**src/rtl/mouse_pkg.sv**
```systemverilog
// rtl/mouse_pkg.sv - shared screen limits, byte-0 field positions, byte FSM states, clamp helper
package mouse_pkg;

  localparam int SCREEN_W = 640;
  localparam int SCREEN_H = 480;

  localparam int B0_LEFT    = 0;
  localparam int B0_RIGHT   = 1;
  localparam int B0_MIDDLE  = 2;
  localparam int B0_ALWAYS1 = 3;
  localparam int B0_XSIGN   = 4;
  localparam int B0_YSIGN   = 5;
  localparam int B0_XOVF    = 6;
  localparam int B0_YOVF    = 7;

  typedef enum logic [1:0] {IDLE, DATA, PARITY, STOP} rx_state_e;

  // Negative results pin to 0, results beyond max_v pin to max_v.
  function automatic logic [9:0] clamp_pos(input logic signed [10:0] v, input logic [9:0] max_v);
    logic [9:0] r;
    if (v[10])
      r = '0;
    else if (v > $signed({1'b0, max_v}))
      r = max_v;
    else
      r = v[9:0];
    return r;
  endfunction

endpackage

```
**src/rtl/ps2_mouse_receiver_if.sv**
```systemverilog
// rtl/ps2_mouse_receiver_if.sv - decoded mouse report bus (position, buttons, status pulses)
interface ps2_mouse_receiver_if;
  logic [9:0] x_pos;
  logic [9:0] y_pos;
  logic       btn_left;
  logic       btn_right;
  logic       btn_middle;
  logic       packet_valid;
  logic       frame_err;

  modport master (output x_pos, y_pos, btn_left, btn_right, btn_middle, packet_valid, frame_err);
  modport slave  (input  x_pos, y_pos, btn_left, btn_right, btn_middle, packet_valid, frame_err);
endinterface

```
**src/rtl/ps2_byte_rx.sv**
```systemverilog
// rtl/ps2_byte_rx.sv - PS/2 line synchronizers, falling-edge detect, byte FSM with timeout
// Parity is enforced only when PS2_MOUSE_PARITY_CHECK_EN is defined.
import mouse_pkg::*;

module ps2_byte_rx #(
  parameter int TIMEOUT_CYCLES = 5000
) (
  input  logic       clk_in,
  input  logic       rst_in,
  input  logic       ps2_clk,
  input  logic       ps2_data,
  output logic [7:0] byte_data,
  output logic       byte_valid,
  output logic       byte_err
);
  localparam int TW = $clog2(TIMEOUT_CYCLES + 1);

  rx_state_e state_q, state_d;
  logic [1:0]    clk_sync_q, data_sync_q;
  logic          clk_prev_q;
  logic [7:0]    shift_q;
  logic [2:0]    bit_cnt_q;
  logic [TW-1:0] timer_q;
  logic          fall, bit_in, timeout, parity_ok;

  assign fall    = clk_prev_q & ~clk_sync_q[1];
  assign bit_in  = data_sync_q[1];
  assign timeout = (state_q != IDLE) && !fall && (timer_q == TW'(TIMEOUT_CYCLES - 1));

`ifdef PS2_MOUSE_PARITY_CHECK_EN
  logic parity_q;
  always_ff @(posedge clk_in or posedge rst_in) begin
    if (rst_in)
      parity_q <= 1'b0;
    else if (fall && state_q == PARITY)
      parity_q <= bit_in;
  end
  assign parity_ok = ^{shift_q, parity_q};
`else
  assign parity_ok = 1'b1;
`endif

  always_ff @(posedge clk_in or posedge rst_in) begin
    if (rst_in) begin
      clk_sync_q  <= 2'b11;
      data_sync_q <= 2'b11;
      clk_prev_q  <= 1'b1;
    end else begin
      clk_sync_q  <= {clk_sync_q[0], ps2_clk};
      data_sync_q <= {data_sync_q[0], ps2_data};
      clk_prev_q  <= clk_sync_q[1];
    end
  end

  always_ff @(posedge clk_in or posedge rst_in) begin
    if (rst_in)
      state_q <= IDLE;
    else
      state_q <= state_d;
  end

  always_comb begin
    state_d = state_q;
    if (timeout)
      state_d = IDLE;
    else if (fall) begin
      case (state_q)
        IDLE:    if (!bit_in) state_d = DATA;
        DATA:    if (bit_cnt_q == 3'd7) state_d = PARITY;
        PARITY:  state_d = STOP;
        default: state_d = IDLE;
      endcase
    end
  end

  always_comb begin
    byte_valid = 1'b0;
    byte_err   = timeout;
    if (fall && state_q == STOP) begin
      if (bit_in && parity_ok)
        byte_valid = 1'b1;
      else
        byte_err = 1'b1;
    end
  end

  // Timer counts only idle-line cycles inside a frame.
  always_ff @(posedge clk_in or posedge rst_in) begin
    if (rst_in) begin
      shift_q   <= '0;
      bit_cnt_q <= '0;
      timer_q   <= '0;
    end else begin
      if (state_q == IDLE || fall || timeout)
        timer_q <= '0;
      else
        timer_q <= timer_q + 1'b1;
      if (fall && state_q == IDLE)
        bit_cnt_q <= '0;
      if (fall && state_q == DATA) begin
        shift_q   <= {bit_in, shift_q[7:1]};
        bit_cnt_q <= bit_cnt_q + 1'b1;
      end
    end
  end

  assign byte_data = shift_q;

endmodule

```
**src/rtl/ps2_mouse_receiver.sv**
```systemverilog
// rtl/ps2_mouse_receiver.sv - PS/2 mouse packet assembler and cursor tracker (top)
// Optional parity enforcement in ps2_byte_rx: PS2_MOUSE_PARITY_CHECK_EN.
import mouse_pkg::*;

module ps2_mouse_receiver #(
  parameter int TIMEOUT_CYCLES = 5000,
  parameter int X_INIT         = 360,
  parameter int Y_INIT         = 200
) (
  input  logic clk_in,
  input  logic rst_in,
  input  logic ps2_clk,
  input  logic ps2_data,
  ps2_mouse_receiver_if.master rpt
);
  localparam logic [9:0] X_MAX = 10'(SCREEN_W - 1);
  localparam logic [9:0] Y_MAX = 10'(SCREEN_H - 1);

  logic [7:0] byte_data;
  logic       byte_valid, byte_err;

  ps2_byte_rx #(.TIMEOUT_CYCLES(TIMEOUT_CYCLES)) u_byte_rx (
    .clk_in    (clk_in),
    .rst_in    (rst_in),
    .ps2_clk   (ps2_clk),
    .ps2_data  (ps2_data),
    .byte_data (byte_data),
    .byte_valid(byte_valid),
    .byte_err  (byte_err)
  );

  logic [1:0] idx_q, idx_d;
  logic [7:0] b0_q, b0_d, b1_q, b1_d;
  logic [9:0] x_q, x_d, y_q, y_d;
  logic [2:0] btn_q, btn_d;
  logic       pv_q, pv_d, fe_q, fe_d;
  logic signed [10:0] dx, dy, x_new, y_new;

  // Sign bits for both deltas live in byte 0; dy arrives live as the third byte.
  assign dx    = {{2{b0_q[B0_XSIGN]}}, b0_q[B0_XSIGN], b1_q};
  assign dy    = {{2{b0_q[B0_YSIGN]}}, b0_q[B0_YSIGN], byte_data};
  assign x_new = $signed({1'b0, x_q}) + dx;
  assign y_new = $signed({1'b0, y_q}) - dy;

  always_comb begin
    idx_d = idx_q;
    b0_d  = b0_q;
    b1_d  = b1_q;
    x_d   = x_q;
    y_d   = y_q;
    btn_d = btn_q;
    pv_d  = 1'b0;
    fe_d  = byte_err;
    if (byte_err)
      idx_d = 2'd0;
    else if (byte_valid) begin
      case (idx_q)
        2'd0: if (byte_data[B0_ALWAYS1]) begin
          b0_d  = byte_data;
          idx_d = 2'd1;
        end
        2'd1: begin
          b1_d  = byte_data;
          idx_d = 2'd2;
        end
        default: begin
          idx_d = 2'd0;
          pv_d  = 1'b1;
          btn_d = {b0_q[B0_MIDDLE], b0_q[B0_RIGHT], b0_q[B0_LEFT]};
          if (!(b0_q[B0_XOVF] || b0_q[B0_YOVF])) begin
            x_d = clamp_pos(x_new, X_MAX);
            y_d = clamp_pos(y_new, Y_MAX);
          end
        end
      endcase
    end
  end

  always_ff @(posedge clk_in or posedge rst_in) begin
    if (rst_in) begin
      idx_q <= '0;
      b0_q  <= '0;
      b1_q  <= '0;
      x_q   <= 10'(X_INIT);
      y_q   <= 10'(Y_INIT);
      btn_q <= '0;
      pv_q  <= 1'b0;
      fe_q  <= 1'b0;
    end else begin
      idx_q <= idx_d;
      b0_q  <= b0_d;
      b1_q  <= b1_d;
      x_q   <= x_d;
      y_q   <= y_d;
      btn_q <= btn_d;
      pv_q  <= pv_d;
      fe_q  <= fe_d;
    end
  end

  assign rpt.x_pos        = x_q;
  assign rpt.y_pos        = y_q;
  assign rpt.btn_left     = btn_q[0];
  assign rpt.btn_right    = btn_q[1];
  assign rpt.btn_middle   = btn_q[2];
  assign rpt.packet_valid = pv_q;
  assign rpt.frame_err    = fe_q;

endmodule

```
**src/flat_wrapper.sv**
```systemverilog
// flat-port wrapper written by rule: the top's interface ports become plain ports
module ps2_mouse_receiver_flat 
#(
  parameter int TIMEOUT_CYCLES = 5000,
  parameter int X_INIT         = 360,
  parameter int Y_INIT         = 200
)
  (clk_in, rst_in, ps2_clk, ps2_data, rpt_x_pos, rpt_y_pos, rpt_btn_left, rpt_btn_right, rpt_btn_middle, rpt_packet_valid, rpt_frame_err);
  ps2_mouse_receiver_if rpt_i ();
  input  logic clk_in;
  input  logic rst_in;
  input  logic ps2_clk;
  input  logic ps2_data;
  output wire logic [$bits(rpt_i.x_pos)-1:0] rpt_x_pos;
  output wire logic [$bits(rpt_i.y_pos)-1:0] rpt_y_pos;
  output wire logic [$bits(rpt_i.btn_left)-1:0] rpt_btn_left;
  output wire logic [$bits(rpt_i.btn_right)-1:0] rpt_btn_right;
  output wire logic [$bits(rpt_i.btn_middle)-1:0] rpt_btn_middle;
  output wire logic [$bits(rpt_i.packet_valid)-1:0] rpt_packet_valid;
  output wire logic [$bits(rpt_i.frame_err)-1:0] rpt_frame_err;
  assign rpt_x_pos = rpt_i.x_pos;
  assign rpt_y_pos = rpt_i.y_pos;
  assign rpt_btn_left = rpt_i.btn_left;
  assign rpt_btn_right = rpt_i.btn_right;
  assign rpt_btn_middle = rpt_i.btn_middle;
  assign rpt_packet_valid = rpt_i.packet_valid;
  assign rpt_frame_err = rpt_i.frame_err;
  ps2_mouse_receiver #(.TIMEOUT_CYCLES(TIMEOUT_CYCLES), .X_INIT(X_INIT), .Y_INIT(Y_INIT)) u_core (.clk_in(clk_in), .rst_in(rst_in), .ps2_clk(ps2_clk), .ps2_data(ps2_data), .rpt(rpt_i));
endmodule
```
**config.mk**
```make
export PLATFORM = sky130hd
export DESIGN_NAME = ps2_mouse_receiver_flat
export DESIGN_NICKNAME = d
export VERILOG_FILES = /design/src/rtl/mouse_pkg.sv /design/src/rtl/ps2_mouse_receiver_if.sv /design/src/rtl/ps2_byte_rx.sv /design/src/rtl/ps2_mouse_receiver.sv /design/src/flat_wrapper.sv
export SDC_FILE = /design/constraint.sdc
export NUM_CORES = 1
export LEC_CHECK = 0
export BUFFER_PORTS_ARGS = -buffer_cell sky130_fd_sc_hd__buf_2
export CORE_MARGIN = 4
export CORE_UTILIZATION = 55
export CTS_BUF_LIST = sky130_fd_sc_hd__clkbuf_4 sky130_fd_sc_hd__clkbuf_8 sky130_fd_sc_hd__clkbuf_16
export CTS_CLUSTER_DIAMETER = 50
export DETAILED_ROUTE_END_ITERATION = 12
export GPL_TIMING_DRIVEN = 0
export PLACE_DENSITY = 0.74
export SLEW_MARGIN = 10
export SYNTH_ARGS = -nofsm -noshare
export SYNTH_HDL_FRONTEND = slang
export SYNTH_HIERARCHICAL = 1
export SYNTH_SLANG_ARGS = --single-unit
```
**constraint.sdc**
```tcl
create_clock -name clk_in -period 3.2 [get_ports clk_in]
set_input_delay 0.48 -clock clk_in [delete_from_list [all_inputs] [get_ports clk_in]]
set_output_delay 0.48 -clock clk_in [all_outputs]
set_load 0.005 [all_outputs]
```
==> metrics.md, run 1 <==
| Metric | Value |
|---|---|
| Final setup fails | `0` |
| Leak Pwr | `2.20 nW` |
| Placed Cells | `between 500 and 600` |
| Final TNS setup | `0 ps` |
| Die Span Y | `94.6 um` |
| PortBufs | `28` |
| Worst reg2reg path depth | `10` |
| DRC | `0` |
| Fraction of layout cells with a size suffix above 1 | `a little under a quarter` |
| Mapped Area | `a little over 4000 sq um` |
| Period utilization | `between 90% and 100%` |
| NetSw | `around 0.0010 W` |
| CTS resizes | `0` |
| Area Growth Syn to Fin | `12.3%` |
| Final Max Slew Viols | `0` |
| Post-layout util | `around 64%` |
| Initial antenna violation count | `0` |
| Sw Share | `35.3%` |
| CP max-delay cell | `dfstp_2` |
| Routability cong. | `between 0.8 and 0.9` |
| Worst hold path class | `in -> async` |
| Post-CTS Setup Inserts | `0` |
| Worst Skew | `between 7 and 8 ps` |
| Avg Vias per Cell | `~5.5` |
| Post-route ant nets | `0` |
| CP Launch Type | `register` |
| Die Wd | `94.6 um` |
| Total CTS buffers | `9` |
| Global route overflow | `0` |
| Site row count | `31` |
| #FFs+latches synth | `73` |
| WS Path Type | `reg -> reg` |
| Asr flop ratio synth | `100%` |
| Critical Path RT | `about 3500 ps` |
| CP max stage delay | `520 ps` |
| Max_slew headroom | `between 20% and 30%` |
| Root Buffer | `clkbuf_8` |
| Cells after synthesis | `397` |
| Via count | `~3000` |
| Worst-skew pair later-pin latency | `approximately 340 ps` |
| First drt pass iteration count | `4` |
| CP arrival | `3190 ps` |
| Run status | `finished, final reports clean` |
| Non-Filler Instances | `around 540` |
| H-tree depth | `3` |
| Endpoints failing hold | `0` |
| I/O pin count | `29` |
| Worst ir drop on vdd | `0.463 mV` |
| # Max-Cap Violations | `0` |
| Part of the power in combinational logic | `33.2%` |
| Crit-path cells | `nor2b_1 > buf_2 > nor4_2 > o21bai_1 > nand3b_2 > or3_4 > a221oi_4 > o311ai_4 > o21bai_2 > o211ai_1` |
| Crit. End Element | `register` |
| PwrDens | `approximately 620 nW/um^2` |
| Synth Flop Type | `dfrtp_1` |
| First-pass GRT wire length | `13300 um` |
| FMAX | `between 300 and 400 MHz` |
| Core area | `around 7300 sq um` |
| Dpl hpwl | `around 5900 um` |
| CP bufs+invs | `1` |
| Pin count of the biggest net entering global routing | `33` |
| Post-synth EDFFs | `0` |
| CTS tree | `built` |
| P_int | `between 0.0015 and 0.002 W` |
| Synth Net Count | `430` |
| RSZ-0062 raised after global routing | `false` |
| Sequential share of power | `between 30 and 40%` |
| Sequential fraction of the synthesis area | `about 45%` |
| Count of warnings emitted by yosys | `6` |
| Antenna Cells | `0` |
| Full die area | `8960 sq um` |
| Clk pwr share | `between 20% and 30%` |
| Worst Path Max Fanout | `10` |
| CTS Buffer Depth | `2` |
| CTS sink cnt | `73` |
| Final Critical Period | `around 2900 ps` |
| Mean Syn Cell Area | `10.4 sq um` |
| WL final | `7700 um` |
| Delay-heaviest family, CP | `compound AO/OA/AOI/OAI gates` |
| Fin nets | `470` |
| Yosys cell types | `62` |
| Vias in the first global route | `2893` |
| Slew at the pin closest to its max-slew limit | `1070 ps` |
| CP Depth | `10` |
| Reg clk slew, reported paths | `roughly 80 ps` |
| Avg WL per Cell | `approximately 14 um` |
| Starting Density | `a little under three fifths` |
| DR iter-0 viols | `approximately 90` |
| Overall Global Routing Usage | `between 10% and 20%` |
| Post-CTS Hold Buffers | `0` |
## cells by family after synthesis
kind of cell    Yosys count  synth area share [%]
simple gates            132                  16.8
compound gates           88                  15.9
flops                    73                  44.6
buf+inv                  31                  3.06
fa+ha+maj                29                  9.15
xor+xnor                 24                  5.09
mux                      20                  5.45
## Yosys cell counts, types with 2 or more instances
| library cell | n | area [sq um] |
|---|---|---|
| inv_1 | 22 | 82.6 |
| a21o_1 | 8 | 60.1 |
| o21ai_0 | 25 | 125 |
| ha_1 | 27 | 338 |
| fa_1 | 2 | 40.0 |
| a211oi_1 | 3 | 22.5 |
| nand3_1 | 11 | 55.1 |
| mux2_2 | 20 | 225 |
| a32o_1 | 2 | 20.0 |
| o211ai_1 | 10 | 75.1 |
| nor3_1 | 6 | 30.0 |
| dfrtp_1 | 61 | 1530 |
| xor2_1 | 10 | 87.6 |
| nor4b_1 | 2 | 17.5 |
| and2_1 | 3 | 18.8 |
| clkbuf_1 | 6 | 22.5 |
| nand2b_1 | 9 | 56.3 |
| nor2_1 | 33 | 124 |
| a21oi_1 | 14 | 70.1 |
| nor2b_1 | 6 | 37.5 |
| nand2_2 | 2 | 12.5 |
| nand4_1 | 2 | 12.5 |
| dfstp_2 | 12 | 315 |
| nor3b_1 | 2 | 15.0 |
| and3_1 | 3 | 18.8 |
| nor4_4 | 2 | 42.5 |
| o21ai_1 | 4 | 20.0 |
| nand2_1 | 43 | 161 |
| xnor2_1 | 14 | 123 |
## power by group through the flow
| stage | Combinational [W] | Sequential, W | Clock (W) |
|---|---|---|---|
| final | 0.000951 | 0.00111 | 0.000803 |
| after global routing | 0.00106 | 0.00113 | 0.000877 |
| after CTS | 0.000948 | 0.00111 | 0.000826 |
| after detailed placement | 0.000945 | 0.00113 | 0 |
| after global placement | 0.000908 | 0.00113 | 0 |
| after floorplan | 0.000781 | 0.00110 | 0 |
## state kept, by name (all words and copies together), names as in the netlist
signal	flops
u_core/b0_q	7
u_core/b1_q	8
u_core/btn_q	3
u_core/idx_q	2
u_core/rpt.frame_err	1
u_core/rpt.packet_valid	1
u_core/rpt.x_pos	10
u_core/rpt.y_pos	10
u_core/u_byte_rx/bit_cnt_q	3
u_core/u_byte_rx/byte_data	8
u_core/u_byte_rx/clk_prev_q	1
u_core/u_byte_rx/clk_sync_q	2
u_core/u_byte_rx/data_sync_q	2
u_core/u_byte_rx/state_q	2
u_core/u_byte_rx/timer_q	13
## final timing paths
kind                                                      startpoint                                        end  slack (ps)
min in group clk_in                                          ps2_clk   u_core/u_byte_rx/clk_sync_q[0]$_DFF_PP1_         230
hold / removal                                                rst_in            u_core/rpt.x_pos[0]$_DFFE_PP0P_          80
setup / recovery               u_core/u_byte_rx/clk_prev_q$_DFF_PP1_            u_core/rpt.y_pos[0]$_DFFE_PP0P_         260
setup reg to reg               u_core/u_byte_rx/clk_prev_q$_DFF_PP1_            u_core/rpt.y_pos[0]$_DFFE_PP0P_         260
max in group asynchronous                                     rst_in      u_core/u_byte_rx/timer_q[1]$_DFF_PP0_        2430
hold reg to reg            u_core/u_byte_rx/data_sync_q[0]$_DFF_PP1_  u_core/u_byte_rx/data_sync_q[1]$_DFF_PP1_         360
## cells in the final DEF, fill, tap and decap left out, types with 8 or more instances in the layout
cell type  count
dfrtp_1       61
xor2_1        10
nand2b_1       9
buf_2         29
nand2_1       43
nand3_1       11
inv_1         20
mux2_2        20
ha_1          27
clkbuf_8       9
dfstp_2       12
nor2_1        33
a21o_1         8
xnor2_1       14
o21ai_0       25
a21oi_1       14
o211ai_1      10
## stage by stage
step	power, W	hold WS, ps	cell area (sq um)	setup slack [ps]
finish	0.00287	76.2	4640	260
global route	0.00306	65.0	4640	47.3
CTS	0.00289	67.2	4640	241
detailed placement	0.00208	347	4410	278
global placement	0.00203	346	4390	340
floorplan	0.00188	345	4130	636
## layer usage
metal	routed length, um	vias to the layer above	track usage [%]
li1	-	1490	-
met1	3740	1427	25.3
met2	3640	45	30.9
met3	254	5	3.51
met4	61	0	6.49
met5	0	-	0
## final cells by class
| class | instances | area [sq um] |
|---|---|---|
| clock buffers | 10 | 131 |
| repair buffers | 29 | 160 |
| well taps | 99 | 124 |
| plain buffers | 9 | 43.8 |
| multi-input cells | 293 | 2160 |
| inverters | 22 | 82.6 |
| fillers | 619 | 2660 |
| clock inverters | 6 | 91.3 |
| flip-flops and latches | 73 | 1840 |
Power figures use the tool's default switching activity.
==> inputs of run 2 (changes only) <==
--- a/config.mk
+++ b/config.mk
@@ -5,7 +5,7 @@
 export SDC_FILE = /design/constraint.sdc
 export NUM_CORES = 1
 export LEC_CHECK = 0
-export BUFFER_PORTS_ARGS = -buffer_cell sky130_fd_sc_hd__buf_2
+export BUFFER_PORTS_ARGS = -buffer_cell sky130_fd_sc_hd__clkbuf_2
 export CORE_MARGIN = 4
 export CORE_UTILIZATION = 55
 export CTS_BUF_LIST = sky130_fd_sc_hd__clkbuf_4 sky130_fd_sc_hd__clkbuf_8 sky130_fd_sc_hd__clkbuf_16
@@ -13,6 +13,7 @@
 export DETAILED_ROUTE_END_ITERATION = 12
 export GPL_TIMING_DRIVEN = 0
 export PLACE_DENSITY = 0.74
+export REMOVE_ABC_BUFFERS = 1
 export SLEW_MARGIN = 10
 export SYNTH_ARGS = -nofsm -noshare
 export SYNTH_HDL_FRONTEND = slang
==> run 2 against run 1 <==
Via count grew 0.78%; global-route usage grew 0.49 points; flip-flop and latch count is the same; core utilization shrank 0.12 points; setup slack lost 62 ps; combinational power shrank 3.4%; clock-buffer cell count grew 1; hold slack gained 140 ps; maximum frequency shrank 2.1%; clock power grew 1%; critical path depth is the same; critical path type unchanged; largest cell class unchanged; largest power group unchanged.
==> metrics.md, run 2 (synthesized netlist as in run 1, its figures left out) <==
| Metric | Value |
|---|---|
| Fin nets | `463 (-1.5%)` |
| Antenna Cells | `0 (unchanged)` |
| Area Growth Syn to Fin | `12.1%` |
| Worst Path Max Fanout | `11 (+1)` |
| Reg clk slew, reported paths | `80 ps (about the same)` |
| Hold wc startpoint | `ps2_data` |
| Setup crit end | `u_core/rpt.y_pos[1]$_DFFE_PP0P_` |
| Post-layout util | `63.5% (-0.12 points)` |
| CP Launch Type | `register` |
| Final Max Slew Viols | `0 (unchanged)` |
| P_int | `0.00186 W (+0.33%)` |
| WL final | `8090 um (+5.1%)` |
| Worst r2r src | `u_core/u_byte_rx/timer_q[0]$_DFF_PP0_` |
| Initial antenna violation count | `0 (unchanged)` |
| H-tree depth | `3 (unchanged)` |
| Avg Vias per Cell | `5.60 (+2.1%)` |
| Die Wd | `94.6 um (unchanged)` |
| First drt pass iteration count | `4 (unchanged)` |
| Die Span Y | `94.6 um (unchanged)` |
| Crit. End Element | `register` |
| PwrDens | `617 nW/um^2 (-0.22%)` |
| Max_slew headroom | `26.3% (-2.1 points)` |
| R2r setup slk | `200 ps (-60 ps)` |
| DRC | `0 (unchanged)` |
| Vias in the first global route | `3005 (+3.9%)` |
| CTS tree | `built` |
| FMAX | `333 MHz (-2.1%)` |
| Worst hold path class | `in -> reg` |
| Site row count | `31 (unchanged)` |
| CP arrival | `3250 ps (+60 ps)` |
| Period utilization | `93.8% (+1.9 points)` |
| Max reg flops | `13 (unchanged)` |
| CP Launch Point | `u_core/u_byte_rx/timer_q[0]$_DFF_PP0_` |
| Sw Share | `34.8% (-0.48 points)` |
| First-pass GRT wire length | `13800 um (+3.1%)` |
| Leak Pwr | `2.21 nW (+0.61%)` |
| Worst Skew | `8.72 ps (+0.876 ps)` |
| Worst reg2reg path depth | `10 (unchanged)` |
| Full die area | `8960 sq um (unchanged)` |
| Pin count of the biggest net entering global routing | `39 (+18%)` |
| # Max-Cap Violations | `0 (unchanged)` |
| Most common cell after layout, fill and taps aside | `dfrtp_1` |
| NetSw | `0.000995 W (-1.8%)` |
| CTS Buffer Depth | `2 (unchanged)` |
| Endpoints failing hold | `0 (unchanged)` |
| Part of the power in combinational logic | `32.2% (-1.0 points)` |
| Global route overflow | `0 (unchanged)` |
| WS Path Type | `reg -> reg` |
| Routability cong. | `0.880 (+2.1%)` |
| Critical Path RT | `3450 ps (about the same)` |
| Post-route ant nets | `0 (unchanged)` |
| Starting Density | `56.6% (unchanged)` |
| Commonest non-fill, non-tap cells in the layout | `dfrtp_1 (61), nand2_1 (43), nor2_1 (33)` |
| PortBufs | `28 (unchanged)` |
| Clk pwr share | `28.4% (+0.4 points)` |
| Final TNS setup | `0 ps (unchanged)` |
| Worst ir drop on vdd | `0.468 mV (+1.1%)` |
| Fraction of layout cells with a size suffix above 1 | `23.4% (+0.15 points)` |
| Sequential share of power | `39.4% (+0.6 points)` |
| Avg WL per Cell | `15.1 um (+6.5%)` |
| Overall Global Routing Usage | `19.4% (+0.49 points)` |
| Worst r2r dst | `u_core/rpt.y_pos[1]$_DFFE_PP0P_` |
| Final setup fails | `0 (unchanged)` |
| Core area | `7290 sq um (unchanged)` |
| Biggest register | `u_core/u_byte_rx/timer_q` |
| RSZ-0062 raised after global routing | `false` |
| I/O pin count | `29 (unchanged)` |
| Total CTS buffers | `9 (unchanged)` |
| Worst-skew pair later-pin latency | `340 ps (about the same)` |
| CTS sink cnt | `73 (unchanged)` |
| Slew at the pin closest to its max-slew limit | `1100 ps (+31.4 ps)` |
| Dpl hpwl | `5690 um (-3.4%)` |
| Run status | `finished, final reports clean` |
| DR iter-0 viols | `104 (+14%)` |
| Final Critical Period | `3000 ps (+62.2 ps)` |
| Tot Pwr | `0.00286 W (-0.41%)` |
| Via count | `2990 (+0.78%)` |
| Root Buffer | `clkbuf_8` |
[run 2: power groups by stage]
stage                     Sequential, W  Clock [W]  Combinational, W
after floorplan                 0.00111          0          0.000757
after global placement          0.00114          0          0.000881
after detailed placement        0.00114          0          0.000908
after CTS                       0.00112   0.000834          0.000920
after global routing            0.00114   0.000867           0.00104
final                           0.00112   0.000811          0.000919
[run 2: how the worst min path moves through the flow]
stage	to	slack (ps)	depth (start not counted)
detailed placement	u_core/u_byte_rx/data_sync_q[1]$_DFF_PP1_	350	0
global placement	u_core/u_byte_rx/clk_sync_q[1]$_DFF_PP1_	350	0
floorplan	u_core/u_byte_rx/clk_sync_q[1]$_DFF_PP1_	350	0
finish	u_core/u_byte_rx/data_sync_q[0]$_DFF_PP1_	220	1
global route	u_core/u_byte_rx/data_sync_q[0]$_DFF_PP1_	200	1
CTS	u_core/u_byte_rx/data_sync_q[0]$_DFF_PP1_	200	1
[run 2: worst max-delay path: stages (launching register included)]
cell      delay, ps
dfrtp_1         410
ha_1            290
nand4_1         180
nor4_2           90
o21bai_1        240
nand3b_4        260
or3_4           510
a221oi_4        250
o311ai_4        240
o21bai_2        300
o211ai_1        140
[run 2: through the flow]
stage | instance area (sq um) | instances | setup slack [ps] | hold WS, ps
4_1_cts | 4610 | 533 | 46.3 | 198
6_report | 4630 | 534 | 198 | 217
3_5_place_dp | 4370 | 516 | -174 | 347
3_3_place_gp | 4350 | 515 | -120 | 345
2_1_floorplan | 4090 | 388 | 348 | 345
5_1_grt | 4630 | 534 | 64.1 | 203
[run 2: area by class of cell]
cell class | instances | area, sq um
Timing Repair Buffer | 30 | 170
Sequential cell | 73 | 1840
Multi-Input combinational cell | 294 | 2180
Tap cell | 99 | 124
Clock buffer | 11 | 145
Fill cell | 630 | 2670
Inverter | 22 | 82.6
Clock inverter | 5 | 78.8
[run 2: per-layer routing]
layer	track usage [%]	routed length (um)	vias up
met5	0	0	-
met4	7.57	108	0
met3	2.87	275	10
met2	33.2	3930	56
met1	24.8	3770	1455
li1	-	-	1469
[run 2: timing repair]
item | 4_1_cts | 5_1_grt
gates resized for setup | 1 | 2
cloned | 0 | 1
endpoints found under the hold margin | 3 | 0
setup buffers | 0 | 0
pin swaps | 0 | 1
hold buffers | 1 | 0
endpoints found under the setup margin | 7 | 6
==> inputs of run 3 (changes only) <==
--- a/config.mk
+++ b/config.mk
@@ -12,8 +12,9 @@
 export CTS_CLUSTER_DIAMETER = 50
 export DETAILED_ROUTE_END_ITERATION = 12
 export GPL_TIMING_DRIVEN = 0
-export PLACE_DENSITY = 0.74
+export PLACE_DENSITY = 0.72
 export REMOVE_ABC_BUFFERS = 1
+export SKIP_CTS_REPAIR_TIMING = 1
 export SLEW_MARGIN = 10
 export SYNTH_ARGS = -nofsm -noshare
 export SYNTH_HDL_FRONTEND = slang
==> run 3 against run 2 <==
Clock power is 10% lower; combinational power barely moved; sequential share of layout area rose by 0.19 points; highest routed layer unchanged; die area did not move; via count fell by 0.54%; critical path depth did not move; clock skew hardly changed; setup slack better by 42 ps; hold slack got worse by 53 ps; clock-buffer cell count did not move.
==> metrics.md, run 3 (synthesized netlist as in run 1, its figures left out) <==
| Metric | Value |
|---|---|
| Run status | `finished, final reports clean` |
| Fin nets | `462 (-0.22%)` |
| Commonest non-fill, non-tap cells in the layout | `dfrtp_1 (61), nand2_1 (43), nor2_1 (33)` |
| Clk pwr share | `26.2% (-2.2 points)` |
| FMAX | `338 MHz (+1.4%)` |
| Die Span Y | `94.6 um (unchanged)` |
| # Max-Cap Violations | `0 (unchanged)` |
| I/O pin count | `29 (unchanged)` |
| Post-layout util | `63.1% (-0.31 points)` |
| Global route overflow | `0 (unchanged)` |
| Worst-skew pair later-pin latency | `340 ps (about the same)` |
| CTS Buffer Depth | `2 (unchanged)` |
| Final Max Slew Viols | `0 (unchanged)` |
| CP arrival | `3220 ps (-30 ps)` |
| Reg area | `1840 sq um (unchanged)` |
| Starting Density | `56.6% (unchanged)` |
| Worst Skew | `8.73 ps (+0.00630 ps)` |
| Worst hold path class | `in -> async` |
| Area Growth Syn to Fin | `11.5%` |
| Worst ir drop on vdd | `0.453 mV (-3.2%)` |
| R2r setup slk | `240 ps (+40 ps)` |
| Pre-CTS WS | `-154 ps (+19.8 ps)` |
| Worst Path Max Fanout | `11 (unchanged)` |
| Total CTS buffers | `9 (unchanged)` |
| Fill cells | `640 (+1.6%)` |
| Full die area | `8960 sq um (unchanged)` |
| Initial antenna violation count | `0 (unchanged)` |
| RSZ-0062 raised after global routing | `false` |
| Worst reg2reg path depth | `10 (unchanged)` |
| DR iter-0 viols | `92 (-12%)` |
| Avg Vias per Cell | `5.58 (-0.35%)` |
| Sequential share of power | `40.7% (+1.3 points)` |
| CP Launch Type | `register` |
| Dpl hpwl | `5710 um (+0.29%)` |
| Final setup fails | `0 (unchanged)` |
| WS Path Type | `reg -> reg` |
| Reg clk slew, reported paths | `80 ps (about the same)` |
| Via count | `2974 (-0.54%)` |
| Multi-input gate area | `2190 sq um (+0.11%)` |
| H-tree depth | `3 (unchanged)` |
| Fraction of layout cells with a size suffix above 1 | `23.7% (+0.28 points)` |
| Die Wd | `94.6 um (unchanged)` |
| Crit. End Element | `register` |
| Most common cell after layout, fill and taps aside | `dfrtp_1` |
| WL final | `8070 um (-0.25%)` |
| Routability cong. | `0.882 (+0.22%)` |
| CTS tree | `built` |
| Root Buffer | `clkbuf_8` |
| First drt pass iteration count | `5 (+1)` |
| Site row count | `31 (unchanged)` |
| First-pass GRT wire length | `13600 um (-0.95%)` |
| PortBufs | `28 (unchanged)` |
| Critical Path RT | `3460 ps (about the same)` |
| Leak Pwr | `2.19 nW (-0.75%)` |
| Core area | `7290 sq um (unchanged)` |
| Pin count of the biggest net entering global routing | `32 (-18%)` |
| DRC | `0 (unchanged)` |
| Post-route ant nets | `0 (unchanged)` |
| Overall Global Routing Usage | `19.4% (-0.044 points)` |
| Endpoints failing hold | `0 (unchanged)` |
| Antenna Cells | `0 (unchanged)` |
| Max_slew headroom | `28.2% (+2.0 points)` |
| Max reg flops | `13 (unchanged)` |
| Biggest register | `u_core/u_byte_rx/timer_q` |
| CTS sink cnt | `73 (unchanged)` |
| PwrDens | `602 nW/um^2 (-2.4%)` |
| P_int | `0.00178 W (-4.1%)` |
| Avg WL per Cell | `15.1 um (about the same)` |
| Sw Share | `35.6% (+0.80 points)` |
| Final Critical Period | `2960 ps (-42.0 ps)` |
| Tot Pwr | `0.00277 W (-2.9%)` |
| Slew at the pin closest to its max-slew limit | `1070 ps (-29.5 ps)` |
| Setup ws final | `240 ps (+42.0 ps)` |
| Period utilization | `92.5% (-1.3 points)` |
| Vias in the first global route | `2917 (-2.9%)` |
| NetSw | `0.000988 W (-0.68%)` |
| Part of the power in combinational logic | `33.1% (+0.9 points)` |
-- run 3: path summary, 6_finish.rpt --
check,start,end
min in group clk_in,ps2_data,u_core/u_byte_rx/data_sync_q[0]$_DFF_PP1_
min reg2reg,u_core/u_byte_rx/data_sync_q[0]$_DFF_PP1_,u_core/u_byte_rx/data_sync_q[1]$_DFF_PP1_
max reg2reg,u_core/u_byte_rx/timer_q[0]$_DFF_PP0_,u_core/rpt.y_pos[1]$_DFFE_PP0P_
max in group asynchronous,rst_in,u_core/u_byte_rx/byte_data[6]$_DFFE_PP0P_
max,u_core/u_byte_rx/timer_q[0]$_DFF_PP0_,u_core/rpt.y_pos[1]$_DFFE_PP0P_
min,rst_in,u_core/b0_q[0]$_DFFE_PP0P_
-- run 3: worst max-delay path, cell delays in order (launching register included) --
cell	delay, ps
dfrtp_1	410
ha_1	280
nand4_1	180
nor4_2	90
o21bai_1	230
nand3b_4	250
or3_4	530
a221oi_4	250
o311ai_4	230
o21bai_2	300
o211ai_1	130
-- run 3: layout make-up --
cell class / instances / area share, %
sequential: 73 / 40.0
clock buffer: 11 / 3.15
clock inverter: 5 / 1.22
timing repair buffer: 29 / 3.64
inverter: 22 / 1.79
tap: 99 / 2.69
multi-input combinational: 294 / 47.5
-- run 3: power groups by stage --
stage	clock network, W	registers, W	logic, W
after floorplan	0	0.00111	0.000757
after global placement	0	0.00114	0.000876
after detailed placement	0	0.00114	0.000903
after CTS	0.000759	0.00112	0.000909
after global routing	0.000800	0.00114	0.00103
final	0.000726	0.00113	0.000918
-- run 3: per-stage QoR --
step                      cell area, sq um  hold slack [ps]  TNS, ps  instances
after global placement                4350              346     -488        515
after floorplan                       4090              345        0        388
after global routing                  4600              176        0        533
final                                 4600              164        0        533
after detailed placement              4380              349     -866        516
after CTS                             4580              148    -1000        532
-- run 3: layer usage --
| metal | part of all wire, % | GRT usage (%) | vias up |
|---|---|---|---|
| li1 | - | - | 1472 |
| met1 | 46 | 24.9 | 1453 |
| met2 | 50 | 32.0 | 39 |
| met3 | 2.9 | 5.18 | 10 |
| met4 | 1.1 | 5.89 | 0 |
| met5 | 0 | 0 | - |
